File: config.mk
export PLATFORM = sky130hd
export DESIGN_NAME = data_port_master
export DESIGN_NICKNAME = d
export VERILOG_FILES = /design/src/rtl/data_port_master.sv
export SDC_FILE = /design/constraint.sdc
export NUM_CORES = 1
export LEC_CHECK = 0
export ABC_AREA = 1
export BUFFER_PORTS_ARGS = -buffer_cell sky130_fd_sc_hd__buf_2
export CELL_PAD_IN_SITES_DETAIL_PLACEMENT = 1
export CELL_PAD_IN_SITES_GLOBAL_PLACEMENT = 1
export CORE_MARGIN = 1
export CORE_UTILIZATION = 39
export CTS_CLUSTER_DIAMETER = 100
export DETAILED_ROUTE_END_ITERATION = 8
export PLACE_DENSITY_LB_ADDON = 0.25
export SETUP_SLACK_MARGIN = 0.05
export SLEW_MARGIN = 10
export SYNTH_ARGS = -nofsm -noshare
export SYNTH_HDL_FRONTEND = slang
export SYNTH_SLANG_ARGS = --single-unit
File: constraint.sdc
create_clock -name clk -period 5.65 [get_ports clk]
set_input_delay 0.565 -clock clk [delete_from_list [all_inputs] [get_ports clk]]
set_output_delay 0.565 -clock clk [all_outputs]
set_load 0.03 [all_outputs]
File: src/rtl/data_port_master.sv
// CPU-side initiator for the word-wide data memory bus: sub-word loads/stores with
// byte-reversed memory words and read-modify-write for partial stores.
module data_port_master (
  input  logic        clk,
  input  logic        reset,
  input  logic        op_valid,
  input  logic        op_store,
  input  logic [1:0]  op_size,
  input  logic        op_signed,
  input  logic [31:0] op_addr,
  input  logic [31:0] op_wdata,
  output logic        busy,
  output logic        rd_valid,
  output logic [31:0] rd_data,
  output logic        st_done,
  output logic        addr_error,
  output logic [31:0] data_address,
  output logic        data_read,
  output logic        data_write,
  output logic [31:0] data_writedata,
  input  logic [31:0] data_readdata
);

  typedef enum logic [1:0] {StIdle, StRd, StWr, StResp} state_e;

  state_e      state_q, state_d;
  logic        store_q, signed_q, addr_error_q;
  logic [1:0]  size_q;
  logic [31:0] addr_q, wdata_q, word_q, rd_data_q;
  logic        op_err;
  logic [31:0] lane_shift, load_val, merged;
  logic [15:0] half_val;

  function automatic logic [31:0] bswap(input logic [31:0] w);
    return {w[7:0], w[15:8], w[23:16], w[31:24]};
  endfunction

  always_comb begin
    op_err = 1'b0;
    unique case (op_size)
      2'b00:   op_err = 1'b0;
      2'b01:   op_err = op_addr[0];
      2'b10:   op_err = |op_addr[1:0];
      default: op_err = 1'b1;
    endcase
  end

  // Load extraction straight off the bus so rd_data is ready by RESP.
  always_comb begin
    lane_shift = data_readdata >> {addr_q[1:0], 3'b000};
    half_val   = addr_q[1] ? {data_readdata[23:16], data_readdata[31:24]}
                           : {data_readdata[7:0], data_readdata[15:8]};
    unique case (size_q)
      2'b00:   load_val = {{24{signed_q & lane_shift[7]}}, lane_shift[7:0]};
      2'b01:   load_val = {{16{signed_q & half_val[15]}}, half_val};
      default: load_val = bswap(data_readdata);
    endcase
  end

  // Big-endian half: the byte at the lower address takes the high half of the store data.
  always_comb begin
    merged = word_q;
    unique case (size_q)
      2'b00: merged[{addr_q[1:0], 3'b000} +: 8] = wdata_q[7:0];
      2'b01: begin
        if (addr_q[1]) begin
          merged[23:16] = wdata_q[15:8];
          merged[31:24] = wdata_q[7:0];
        end else begin
          merged[7:0]   = wdata_q[15:8];
          merged[15:8]  = wdata_q[7:0];
        end
      end
      default: merged = bswap(wdata_q);
    endcase
  end

  always_comb begin
    state_d        = state_q;
    busy           = (state_q != StIdle);
    data_read      = 1'b0;
    data_write     = 1'b0;
    data_writedata = '0;
    rd_valid       = 1'b0;
    st_done        = 1'b0;
    unique case (state_q)
      StIdle: begin
        if (op_valid && !op_err) begin
          state_d = (op_store && op_size == 2'b10) ? StWr : StRd;
        end
      end
      StRd: begin
        data_read = 1'b1;
        state_d   = store_q ? StWr : StResp;
      end
      StWr: begin
        data_write     = 1'b1;
        data_writedata = merged;
        state_d        = StResp;
      end
      StResp: begin
        rd_valid = !store_q;
        st_done  = store_q;
        state_d  = StIdle;
      end
      default: state_d = StIdle;
    endcase
  end

  always_ff @(posedge clk) begin
    if (reset) begin
      state_q      <= StIdle;
      store_q      <= 1'b0;
      signed_q     <= 1'b0;
      size_q       <= 2'b00;
      addr_q       <= '0;
      wdata_q      <= '0;
      word_q       <= '0;
      rd_data_q    <= '0;
      addr_error_q <= 1'b0;
    end else begin
      state_q      <= state_d;
      addr_error_q <= 1'b0;
      if (state_q == StIdle && op_valid) begin
        store_q      <= op_store;
        size_q       <= op_size;
        signed_q     <= op_signed;
        addr_q       <= op_addr;
        wdata_q      <= op_wdata;
        addr_error_q <= op_err;
      end
      if (state_q == StRd) begin
        word_q <= data_readdata;
        if (!store_q) rd_data_q <= load_val;
      end
    end
  end

  assign rd_data      = rd_data_q;
  assign addr_error   = addr_error_q;
  assign data_address = {addr_q[31:2], 2'b00};

endmodule

==> results.txt, run 1 <==
----------------------------------------------------
[Die]
  I/O pin cnt ... 205
  Chip Width ... 135 um
  Die span in y ... roughly 140 um
  Core Region ... 17400 sq um
  Die area ... between 15000 and 20000 sq um
  Initial cell density of the core ... 0.400
  FP Rows ... between 40 and 50

[Synth]
  Dominant combinational cell family by area after synthesis ... compound AO/OA/AOI/OAI gates
  Library cell with the largest summed area after synthesis ... sky130_fd_sc_hd__dfxtp_1
  Average instance area after synthesis ... 7.03 sq um
  Synthesized-area fraction occupied by xor and xnor cells ... 0
  Adder and majority gate portion of the synthesized area ... 0.0180
  Cell area after technology mapping ... 6950 sq um
  Top flip-flop cell by instance count after synthesis ... sky130_fd_sc_hd__dfxtp_1
  Netlist cell types ... 34
  Part of the Yosys area used for sequential elements ... 0.389
  Count of flip-flops with a built-in enable after synthesis ... 0
  Fraction of registers with async set or reset after synthesis ... 0
  Leading cell types by total area after synthesis ... sky130_fd_sc_hd__dfxtp_1 (39%), sky130_fd_sc_hd__o21ai_0 (12%), sky130_fd_sc_hd__a21oi_1 (9.4%), sky130_fd_sc_hd__nor2_1 (8.4%), sky130_fd_sc_hd__nand2_1 (5.9%)
  Synth Instances ... ~1000
  Post-synth top area share ... 0.389
  Multiplexer share of the synthesized area ... 0
  Simple-gate area share of the yosys netlist ... 0.169
  Seq cells post-synth ... 135
  Share of the synthesized area in compound gates (AO/OA/AOI/OAI) ... 0.300
  Number of warnings reported in the yosys synthesis log ... 0

[Global routing]
  Initial antenna violation count ... 0
  Global-route wire length before repair ... 37400 um
  Number of global-route vias before repair ... between 7k and 8k
  Total overflow reported by the global router ... 0
  GRT Overall Usage ... 0.265
  Largest net degree at the start of global routing ... between 80 and 90

[Pwr]
  Static leakage ... 3.76 nW
  Cell Pwr Density ... 428 nW/um^2
  VDD IR max ... between 0.2 and 0.25 mV

[Clock tree]
  Clock buffer count from CTS ... 17
  Clock insertion delay at the later pin of the skew report ... 0.43 ns
  TritonCTS clock tree ... built
  Hold buffer count at cts ... 0
  Post-CTS Setup Inserts ... 0
  Maximum clock path buffer count ... 2
  CTS root buffer ... sky130_fd_sc_hd__clkbuf_16
  PostCTS Resize Cnt ... 0
  Clock net sink count ... 135
  Register clock-pin slew on the reported worst setup and hold paths ... 0.06 ns
  H-tree levels ... 4

[Placed design]
  Placed Cells ... 1319
  Routability cong. ... 0.892
  Half-perimeter wire length after detailed placement ... roughly 17000 um
  IO buf count ... 202

[Timing]
  Transition time of the tightest slew-check pin ... 1.14 ns
  Setup Total Neg Slack ... 0 ns
  Total count of max-transition violations in the final report ... 0
  Fin Clk Skew ... about 0.0052 ns
  Part of the cycle the worst path needs ... 0.676
  Remaining max-slew budget at the tightest pin ... 0.237
  Minimum clock period after layout ... 3.82 ns
  Total of endpoints with negative setup slack in the final report ... 0
  Maximum clock rate ... ~260 MHz
  Final number of hold-violating endpoints ... 0
  Setup repair after global routing missed its margin ... false

[Detailed routing]
  DR DRC count ... 0
  Via/cell ratio ... 5.32
  Final routed wirelength across all metal layers ... 23800 um
  Vias after detailed routing ... 7181
  Iteration-0 DRC Markers ... just under 500
  Wire length per cell after detailed routing ... between 15 and 20 um
  Count of nets left with antenna violations after detail routing ... 0
  Detailed Routing Iterations Pass 1 ... 5

[Layout]
  Layout area overhead ... 20.8%
  Filler Cell Count ... 2287
  Post-layout instance count excluding filler cells ... about 1.4k
  Area of the multi-input gates ... approximately 3400 sq um
  Ratio of cells with drive above 1 in the final layout ... 0.236
  Final Core Density ... 0.484
  Area used by sequential logic in the layout ... 2700 sq um
  Net count of the finished layout ... 1226
  Antenna diode count ... 0

[Status]
  Outcome ... completed

[Setup path]
  Slowest cell on the critical path ... sky130_fd_sc_hd__dfxtp_1
  Classification of the worst setup path ... register to output pin
  Critical path origin ... addr_q[0]
  Critical-path cell list ... inv_1 > ha_1 > nor2_1 > nand3_1 > o22ai_1 > nand2_1 > a21oi_1 > buf_2
  Type of element launching the critical path ... register
  Startpoint of the worst register-to-register path ... state_q[1]
  Data arrival time at the worst-slack endpoint ... 3.26 ns
  Critical path endpoint category ... output pin
  Critical path buffer and inverter count ... 2
  CP Data Required Time ... 5.09 ns
  CP max stage delay ... about 0.75 ns
  Family with the most delay on the worst path ... flip-flops
  Critical-path maximum fanout ... 18

[Run]
  Max-Cap Viols ... 0

[Hold path]
  Min-delay worst type ... input pin to register
  Hold Crit Start ... op_wdata[18]

----------------------------------------------------
[worst register-to-register path: cells and delay by family, from the launching register on]
family,cells,cell delay (ns)
AO/OA/AOI/OAI,1,0.36
adder cells (fa/ha/maj),1,0.15
buffers and inverters,5,1.48
flip-flops,1,0.34
AND/OR/NAND/NOR,3,0.90
[final timing paths]
| path | endpoint | slack [ns] | cells past startpoint |
|---|---|---|---|
| max | data_writedata[23] | 1.83 | 8 |
| max reg2reg | rd_data[10] | 2.32 | 10 |
| min reg2reg | addr_q[16] | 0.47 | 2 |
| min | wdata_q[18] | 0.39 | 3 |
[per-stage QoR]
step                hold slack (ns)  area, sq um  power (mW)  setup slack (ns)
floorplan                     0.448         6950        2.05              2.89
global placement              0.456         7720        2.31              2.45
detailed placement            0.467         7720        2.33              2.32
CTS                           0.375         8390        3.62              1.85
global route                  0.393         8390        3.79              1.54
finish                        0.388         8390        3.60              1.83
[area by class of cell]
| class | instances | share of cell area |
|---|---|---|
| Multi-Input combinational cell | 674 | 0.405 |
| Sequential cell | 135 | 0.322 |
| Timing Repair Buffer | 207 | 0.125 |
| Clock buffer | 20 | 0.0532 |
| Inverter | 78 | 0.0352 |
| Tap cell | 225 | 0.0335 |
| Clock inverter | 12 | 0.0265 |
[sequential cells by signal, indices dropped and copies added, names as in the netlist]
| register | cells |
|---|---|
| addr_q | 32 |
| rd_data | 32 |
| wdata_q | 32 |
| word_q | 32 |
| size_q | 2 |
| state_q | 2 |
| addr_error | 1 |
| signed_q | 1 |
| store_q | 1 |
[cells in the final DEF (no fill, tap or decap), types with 3 or more instances in the layout]
master,synthesis,final
sky130_fd_sc_hd__a21oi_1,130,130
sky130_fd_sc_hd__a21oi_4,10,10
sky130_fd_sc_hd__a22oi_1,21,21
sky130_fd_sc_hd__a31oi_1,8,8
sky130_fd_sc_hd__buf_2,21,202
sky130_fd_sc_hd__buf_4,32,5
sky130_fd_sc_hd__bufinv_16,0,6
sky130_fd_sc_hd__clkbuf_16,0,17
sky130_fd_sc_hd__dfxtp_1,135,134
sky130_fd_sc_hd__ha_1,10,10
sky130_fd_sc_hd__inv_1,73,71
sky130_fd_sc_hd__inv_2,4,6
sky130_fd_sc_hd__nand2_1,110,109
sky130_fd_sc_hd__nand2_2,2,3
sky130_fd_sc_hd__nand3_1,17,17
sky130_fd_sc_hd__nor2_1,155,155
sky130_fd_sc_hd__o211ai_1,7,7
sky130_fd_sc_hd__o21ai_0,165,165
sky130_fd_sc_hd__o22ai_1,24,24
[where the power goes]
group | switching, mW | internal (mW) | total (mW)
clock | 0.437 | 0.840 | 1.28
sequential | 0.123 | 1.12 | 1.25
combinational | 0.763 | 0.308 | 1.07
total | 1.32 | 2.27 | 3.60
[Yosys cell counts (all sizes together), types with 2 or more instances]
library cell,count
a21oi,140
o211ai,7
ha,10
o21ai,167
or2,2
nand2,113
buf,58
dfxtp,135
a31oi,8
clkbuf,44
inv,78
o22ai,24
nor2,157
a22oi,21
nand3,19
[metal layers]
metal	wire (um)	global-route usage
met1	10300	0.332
met2	11500	0.439
met3	1320	0.0599
met4	621	0.108
met5	0	0
[logic make-up (layout without fill, tap and decap cells)]
| family | Yosys count | count (layout) |
|---|---|---|
| DFF | 135 | 135 |
| adders and majority gates | 10 | 10 |
| other | 1 | 2 |
| and+or+nand+nor | 293 | 293 |
| buffers and inverters | 180 | 317 |
| AOI/OAI and AO/OA | 369 | 369 |
(Power assumes the default switching activity.)
==> run 2, diff against run 1 <==
Settings changed: ABC_AREA 1 to 0, CORE_UTILIZATION 39 to 35.
Clock period 5.65 ns to 3.44 ns, I/O delays scaled along.
==> run 2 against run 1 <==
Against the previous run:
- die area increased by 17%
- non-clock buffer count increased by 10
- synthesized cell count decreased by 8.6%
- cell count decreased by 3.3%
- critical path type unchanged
- first-iteration DRC count decreased by 23%
- design area increased by 4.3%
- largest power group is now combinational logic
==> results.txt, run 2 <==
----------------------------------------------------
[Detailed routing]
  Final routed wirelength across all metal layers ... 25800 um
  Detailed Routing Iterations Pass 1 ... 5
  Wire length per cell after detailed routing ... 19.7 um
  Count of nets left with antenna violations after detail routing ... 0
  Via/cell ratio ... 5.47
  Vias after detailed routing ... about 7.1k
  DR DRC count ... 0
  Iteration-0 DRC Markers ... 383

[Clock tree]
  Clock insertion delay at the later pin of the skew report ... ~0.42 ns
  Maximum clock path buffer count ... 2
  TritonCTS clock tree ... built
  PostCTS Resize Cnt ... 0
  Register clock-pin slew on the reported worst setup and hold paths ... roughly 0.06 ns
  Clock buffer count from CTS ... 17
  Post-CTS Setup Inserts ... 0
  Hold buffer count at cts ... 0
  H-tree levels ... 4
  CTS root buffer ... sky130_fd_sc_hd__clkbuf_16
  Clock net sink count ... 135

[Synth]
  Post-synth top area share ... 0.369
  Adder and majority gate portion of the synthesized area ... 0.0171
  Library cell with the largest summed area after synthesis ... sky130_fd_sc_hd__dfxtp_1
  Synth Instances ... roughly 900
  Leading cell type by number of instances after synthesis ... sky130_fd_sc_hd__nand2_1
  Top flip-flop cell by instance count after synthesis ... sky130_fd_sc_hd__dfxtp_1
  Simple-gate area share of the yosys netlist ... 0.179
  Cell area after technology mapping ... 7320 sq um
  Average instance area after synthesis ... 8.11 sq um
  Multiplexer share of the synthesized area ... 0.0844
  Synthesized-area fraction occupied by xor and xnor cells ... 0
  Fraction of registers with async set or reset after synthesis ... 0
  Share of the synthesized area in compound gates (AO/OA/AOI/OAI) ... 0.248
  Seq cells post-synth ... 135
  Count of flip-flops with a built-in enable after synthesis ... 0
  Netlist cell types ... 55
  Leading cell types by total area after synthesis ... sky130_fd_sc_hd__dfxtp_1 (37%), sky130_fd_sc_hd__nand2_1 (8.8%), sky130_fd_sc_hd__mux2i_1 (6.7%), sky130_fd_sc_hd__a221oi_1 (5.6%), sky130_fd_sc_hd__a211oi_1 (4.9%)
  Part of the Yosys area used for sequential elements ... 0.369
  Most common library cells after synthesis ... sky130_fd_sc_hd__nand2_1 (171), sky130_fd_sc_hd__dfxtp_1 (135), sky130_fd_sc_hd__a21oi_1 (71)
  Dominant combinational cell family by area after synthesis ... compound AO/OA/AOI/OAI gates
  Number of warnings reported in the yosys synthesis log ... 0

[Pwr]
  Cell Pwr Density ... a little under 800 nW/um^2
  VDD IR max ... ~0.42 mV
  Final Total Pwr ... slightly below 7 mW
  Static leakage ... 3.54 nW

[Global routing]
  Total overflow reported by the global router ... 0
  Global-route wire length before repair ... 40900 um
  Initial antenna violation count ... 0
  GRT Overall Usage ... 0.244
  Number of global-route vias before repair ... 7199
  Largest net degree at the start of global routing ... 63

[Setup path]
  CP Data Required Time ... 3.10 ns
  Classification of the worst setup path ... register to output pin
  Type of element launching the critical path ... register
  Startpoint of the worst register-to-register path ... size_q[0]
  Critical path origin ... addr_q[1]
  Data arrival time at the worst-slack endpoint ... 2.87 ns
  Internal reg-to-reg setup slack ... 0.91 ns
  Critical path endpoint category ... output pin
  End of the worst register-to-register path ... rd_data[18]
  R2r worst-path depth ... 4
  Critical-path maximum fanout ... 43

[Timing]
  Total count of max-transition violations in the final report ... 0
  Setup repair after global routing missed its margin ... false
  Hold slack ... roughly 0.16 ns
  Part of the cycle the worst path needs ... 0.935
  Fin Clk Skew ... 0.0107 ns
  Transition time of the tightest slew-check pin ... 1.21 ns
  Minimum clock period after layout ... about 3.2 ns
  Setup Total Neg Slack ... 0 ns
  Final number of hold-violating endpoints ... 0
  Total of endpoints with negative setup slack in the final report ... 0
  Remaining max-slew budget at the tightest pin ... 0.193
  Maximum clock rate ... 311 MHz
  Final critical-path setup slack ... roughly 0.22 ns

[Placed design]
  Routability cong. ... 0.836
  Half-perimeter wire length after detailed placement ... between 15000 and 20000 um
  Dpl cell area ... about 8200 sq um
  Worst slack after detailed placement ... 0.705 ns
  IO buf count ... between 200 and 250
  Placed Cells ... 1275

[Die]
  Core Region ... 20400 sq um
  Die span in y ... roughly 150 um
  Chip Width ... 147 um
  Initial cell density of the core ... 0.359
  I/O pin cnt ... a little over 200
  Die area ... 21500 sq um
  FP Rows ... 52

[Layout]
  Layout area overhead ... 19.6%
  Net count of the finished layout ... around 1.1k
  Commonest cells after routing, fill and taps aside ... sky130_fd_sc_hd__buf_2 (201), sky130_fd_sc_hd__nand2_1 (170), sky130_fd_sc_hd__dfxtp_1 (133)
  Filler Cell Count ... around 2.5k
  Antenna diode count ... 0
  Most common cell after layout, fill and taps aside ... sky130_fd_sc_hd__buf_2
  Final Core Density ... 0.430
  Ratio of cells with drive above 1 in the final layout ... 0.271
  Area of the multi-input gates ... 3880 sq um
  Final non-filler cell area ... just under 9000 sq um
  Area used by sequential logic in the layout ... approximately 2700 sq um
  Post-layout instance count excluding filler cells ... between 1k and 1.5k

[Run]
  Max-Cap Viols ... 0

[Hold path]
  Number of cells on the worst hold path ... 3
  End of the worst hold path ... addr_q[20]
  Hold Crit Start ... op_addr[20]
  Min-delay worst type ... input pin to register

[Status]
  Outcome ... completed

----------------------------------------------------
run 2: cell count changes in the layout (fill, tap and decap cells not counted), sizes merged, moves of 11 or more:
cell | previous run | this run
a211oi | 0 | 48
a21oi | 140 | 71
a221oi | 0 | 49
a22oi | 21 | 1
inv | 79 | 27
mux2 | 0 | 11
mux2i | 0 | 49
nand2 | 113 | 171
nor2 | 157 | 36
nor2b | 0 | 18
o21ai | 167 | 58
run 2: per-layer routing:
layer	part of all wire	wire length, um	vias up	global-route usage
met4	0.017	445	0	0.0729
met3	0.061	1580	24	0.0588
met5	0	0	-	0
met1	0.45	11700	3445	0.325
li1	-	-	3443	-
met2	0.47	12100	234	0.388
run 2: logic make-up after synthesis:
kind of cell,Yosys count
simple gates,284
compound gates,271
flops,135
other cells,1
fa+ha+maj,10
buf+inv,142
mux,60
run 2: worst max-delay path by stage:
stage,to,slack (ns),depth (start not counted)
6_report,data_writedata[28],0.22,6
5_1_grt,data_writedata[5],0.08,7
4_1_cts,data_writedata[5],0.25,7
3_5_place_dp,data_writedata[26],0.71,6
3_3_place_gp,data_writedata[28],0.79,6
2_1_floorplan,data_writedata[29],0.67,7
run 2: power breakdown:
part / switching, mW / internal [mW] / total, mW
clock: 0.754 / 1.14 / 1.90
sequential: 0.333 / 1.92 / 2.26
combinational: 1.76 / 0.898 / 2.66
run 2: critical path: stages, from the launching register on:
cell and delay, ns:
sky130_fd_sc_hd__dfxtp_2 0.33, sky130_fd_sc_hd__buf_4 0.49, sky130_fd_sc_hd__ha_1 0.48, sky130_fd_sc_hd__and4bb_2 0.40, sky130_fd_sc_hd__o21ai_0 0.11, sky130_fd_sc_hd__a221oi_1 0.38
sky130_fd_sc_hd__buf_2 0.27
run 2: area by class of cell:
class,instances,share of cell area
Inverter,26,0.0112
Multi-Input combinational cell,627,0.444
Sequential cell,135,0.309
Tap cell,270,0.0386
Clock inverter,15,0.0202
Timing Repair Buffer,217,0.129
Clock buffer,17,0.0486
==> run 3, diff against run 2 <==
Settings changed: ABC_AREA 0 to 1, CORE_UTILIZATION 35 to 33.
==> run 3 against run 2 <==
Against the previous run:
- clock skew down 0.0013 ns
- die area up 0.67%
- worst hold slack better by 0.015 ns
- cell count grew 7.1%
- fmax increased by 5.7%
- critical path depth rose by 1
- total power shrank 15%
- combinational power down 33%
- clock power about the same
- global-route usage shrank 1.0 points
- design area down 3.6%
- critical endpoint is now data_writedata[21]
- highest routed layer is now met5
==> results.txt, run 3 (same netlist as run 1, synthesis figures left out) <==
----------------------------------------------------
[Timing]
  Part of the cycle the worst path needs ... 0.884
  Maximum clock rate ... 329 MHz
  Final number of hold-violating endpoints ... 0
  Setup repair after global routing missed its margin ... false
  Transition time of the tightest slew-check pin ... 1.05 ns
  Total count of max-transition violations in the final report ... 0
  Total of endpoints with negative setup slack in the final report ... 0
  Minimum clock period after layout ... 3.04 ns
  Setup Total Neg Slack ... 0 ns
  Remaining max-slew budget at the tightest pin ... 0.297
  Fin Clk Skew ... 0.00943 ns

[Layout]
  Filler Cell Count ... around 2.6k
  Antenna diode count ... 0
  Ratio of cells with drive above 1 in the final layout ... 0.241
  Net count of the finished layout ... 1230
  Post-layout instance count excluding filler cells ... roughly 1.4k
  Layout area overhead ... 21.4%
  Area used by sequential logic in the layout ... between 2000 and 3000 sq um
  Area of the multi-input gates ... around 3400 sq um
  Commonest cells after routing, fill and taps aside ... sky130_fd_sc_hd__buf_2 (202), sky130_fd_sc_hd__o21ai_0 (165), sky130_fd_sc_hd__nor2_1 (155)
  Most common cell after layout, fill and taps aside ... sky130_fd_sc_hd__buf_2

[Global routing]
  Global-route wire length before repair ... 39200 um
  GRT Overall Usage ... 0.233
  Initial antenna violation count ... 1
  Number of global-route vias before repair ... 7122
  Largest net degree at the start of global routing ... 82
  Total overflow reported by the global router ... 0

[Pwr]
  Cell Pwr Density ... 683 nW/um^2
  VDD IR max ... 0.330 mV
  Static leakage ... 3.76 nW

[Placed design]
  Routability cong. ... a little over 0.8
  Placed Cells ... 1368
  IO buf count ... approximately 200
  Half-perimeter wire length after detailed placement ... 17900 um

[Setup path]
  Type of element launching the critical path ... register
  Classification of the worst setup path ... register to output pin
  R2r worst-path depth ... 7
  Data arrival time at the worst-slack endpoint ... 2.70 ns
  Startpoint of the worst register-to-register path ... state_q[1]
  End of the worst register-to-register path ... rd_data[27]
  Critical-path maximum fanout ... 65
  Critical path endpoint category ... output pin
  Internal reg-to-reg setup slack ... 1.07 ns
  CP Data Required Time ... ~3.1 ns

[Clock tree]
  Clock insertion delay at the later pin of the skew report ... 0.43 ns
  Clock buffer count from CTS ... 17
  PostCTS Resize Cnt ... 0
  TritonCTS clock tree ... built
  H-tree levels ... 4
  CTS root buffer ... sky130_fd_sc_hd__clkbuf_16
  Post-CTS Setup Inserts ... 0
  Clock net sink count ... between 100 and 150
  Register clock-pin slew on the reported worst setup and hold paths ... roughly 0.06 ns
  Hold buffer count at cts ... 0
  Maximum clock path buffer count ... 2

[Detailed routing]
  Vias after detailed routing ... between 7k and 8k
  Iteration-0 DRC Markers ... 469
  Wire length per cell after detailed routing ... 18.0 um
  Via/cell ratio ... 5.09
  DR DRC count ... 0
  Detailed Routing Iterations Pass 1 ... 7
  Final routed wirelength across all metal layers ... 25100 um
  Count of nets left with antenna violations after detail routing ... 0

[Status]
  Outcome ... completed

[Hold path]
  Min-delay worst type ... input pin to register
  Number of cells on the worst hold path ... 3
  End of the worst hold path ... addr_q[23]
  Hold Crit Start ... op_addr[23]

[Die]
  Die span in y ... 147 um
  Core Region ... 20400 sq um
  Chip Width ... 147 um
  I/O pin cnt ... about 200
  FP Rows ... 52
  Initial cell density of the core ... 0.340
  Die area ... 21600 sq um

[Run]
  Max-Cap Viols ... 0

----------------------------------------------------
[run 3: metal layers]
layer | track usage | wire length (um) | up-vias | part of all wire
li1 | - | - | 3522 | -
met1 | 0.311 | 11700 | 3362 | 0.47
met2 | 0.368 | 11400 | 215 | 0.45
met3 | 0.0587 | 1470 | 31 | 0.059
met4 | 0.0747 | 495 | 2 | 0.020
met5 | 0 | 12 | - | 0.00048
[run 3: area by class of cell]
cell class / count / area share
multi-input combinational: 674 / 0.402
sequential: 135 / 0.320
timing repair buffer: 211 / 0.128
clock buffer: 21 / 0.0569
tap: 270 / 0.0400
inverter: 78 / 0.0350
clock inverter: 11 / 0.0172
[run 3: stage by stage]
step	hold WS (ns)	total power, mW	instance area [sq um]	util	setup WS (ns)
floorplan	0.448	3.37	6950	-	0.902
global placement	0.458	3.82	7810	0.382	0.947
detailed placement	0.471	3.86	7810	0.382	0.869
CTS	0.160	5.82	8440	0.413	0.422
global route	0.165	6.10	8440	0.413	0.150
finish	0.170	5.77	8440	0.413	0.398
[run 3: worst max-delay path by stage]
stage,startpoint,slack (ns),cells past startpoint,end
4_1_cts,addr_q[1],0.42,7,data_writedata[21]
3_5_place_dp,addr_q[1],0.87,7,data_writedata[21]
5_1_grt,addr_q[1],0.15,7,data_writedata[21]
3_3_place_gp,addr_q[1],0.95,7,data_writedata[23]
2_1_floorplan,addr_q[1],0.90,10,data_writedata[14]
6_report,addr_q[1],0.40,7,data_writedata[21]
[run 3: power breakdown]
part	internal (mW)	switching (mW)	total, mW
Clock	1.22	0.718	1.93
Sequential	1.85	0.202	2.05
Combinational	0.515	1.27	1.78
Total	3.58	2.19	5.77
[run 3: critical path: stages (launching register included)]
cell and delay [ns]:
sky130_fd_sc_hd__dfxtp_2 0.35, sky130_fd_sc_hd__buf_4 0.50, sky130_fd_sc_hd__ha_1 0.45, sky130_fd_sc_hd__nand3_1 0.29
sky130_fd_sc_hd__o22ai_1 0.22, sky130_fd_sc_hd__nand2_1 0.08, sky130_fd_sc_hd__a21oi_1 0.15, sky130_fd_sc_hd__buf_2 0.23
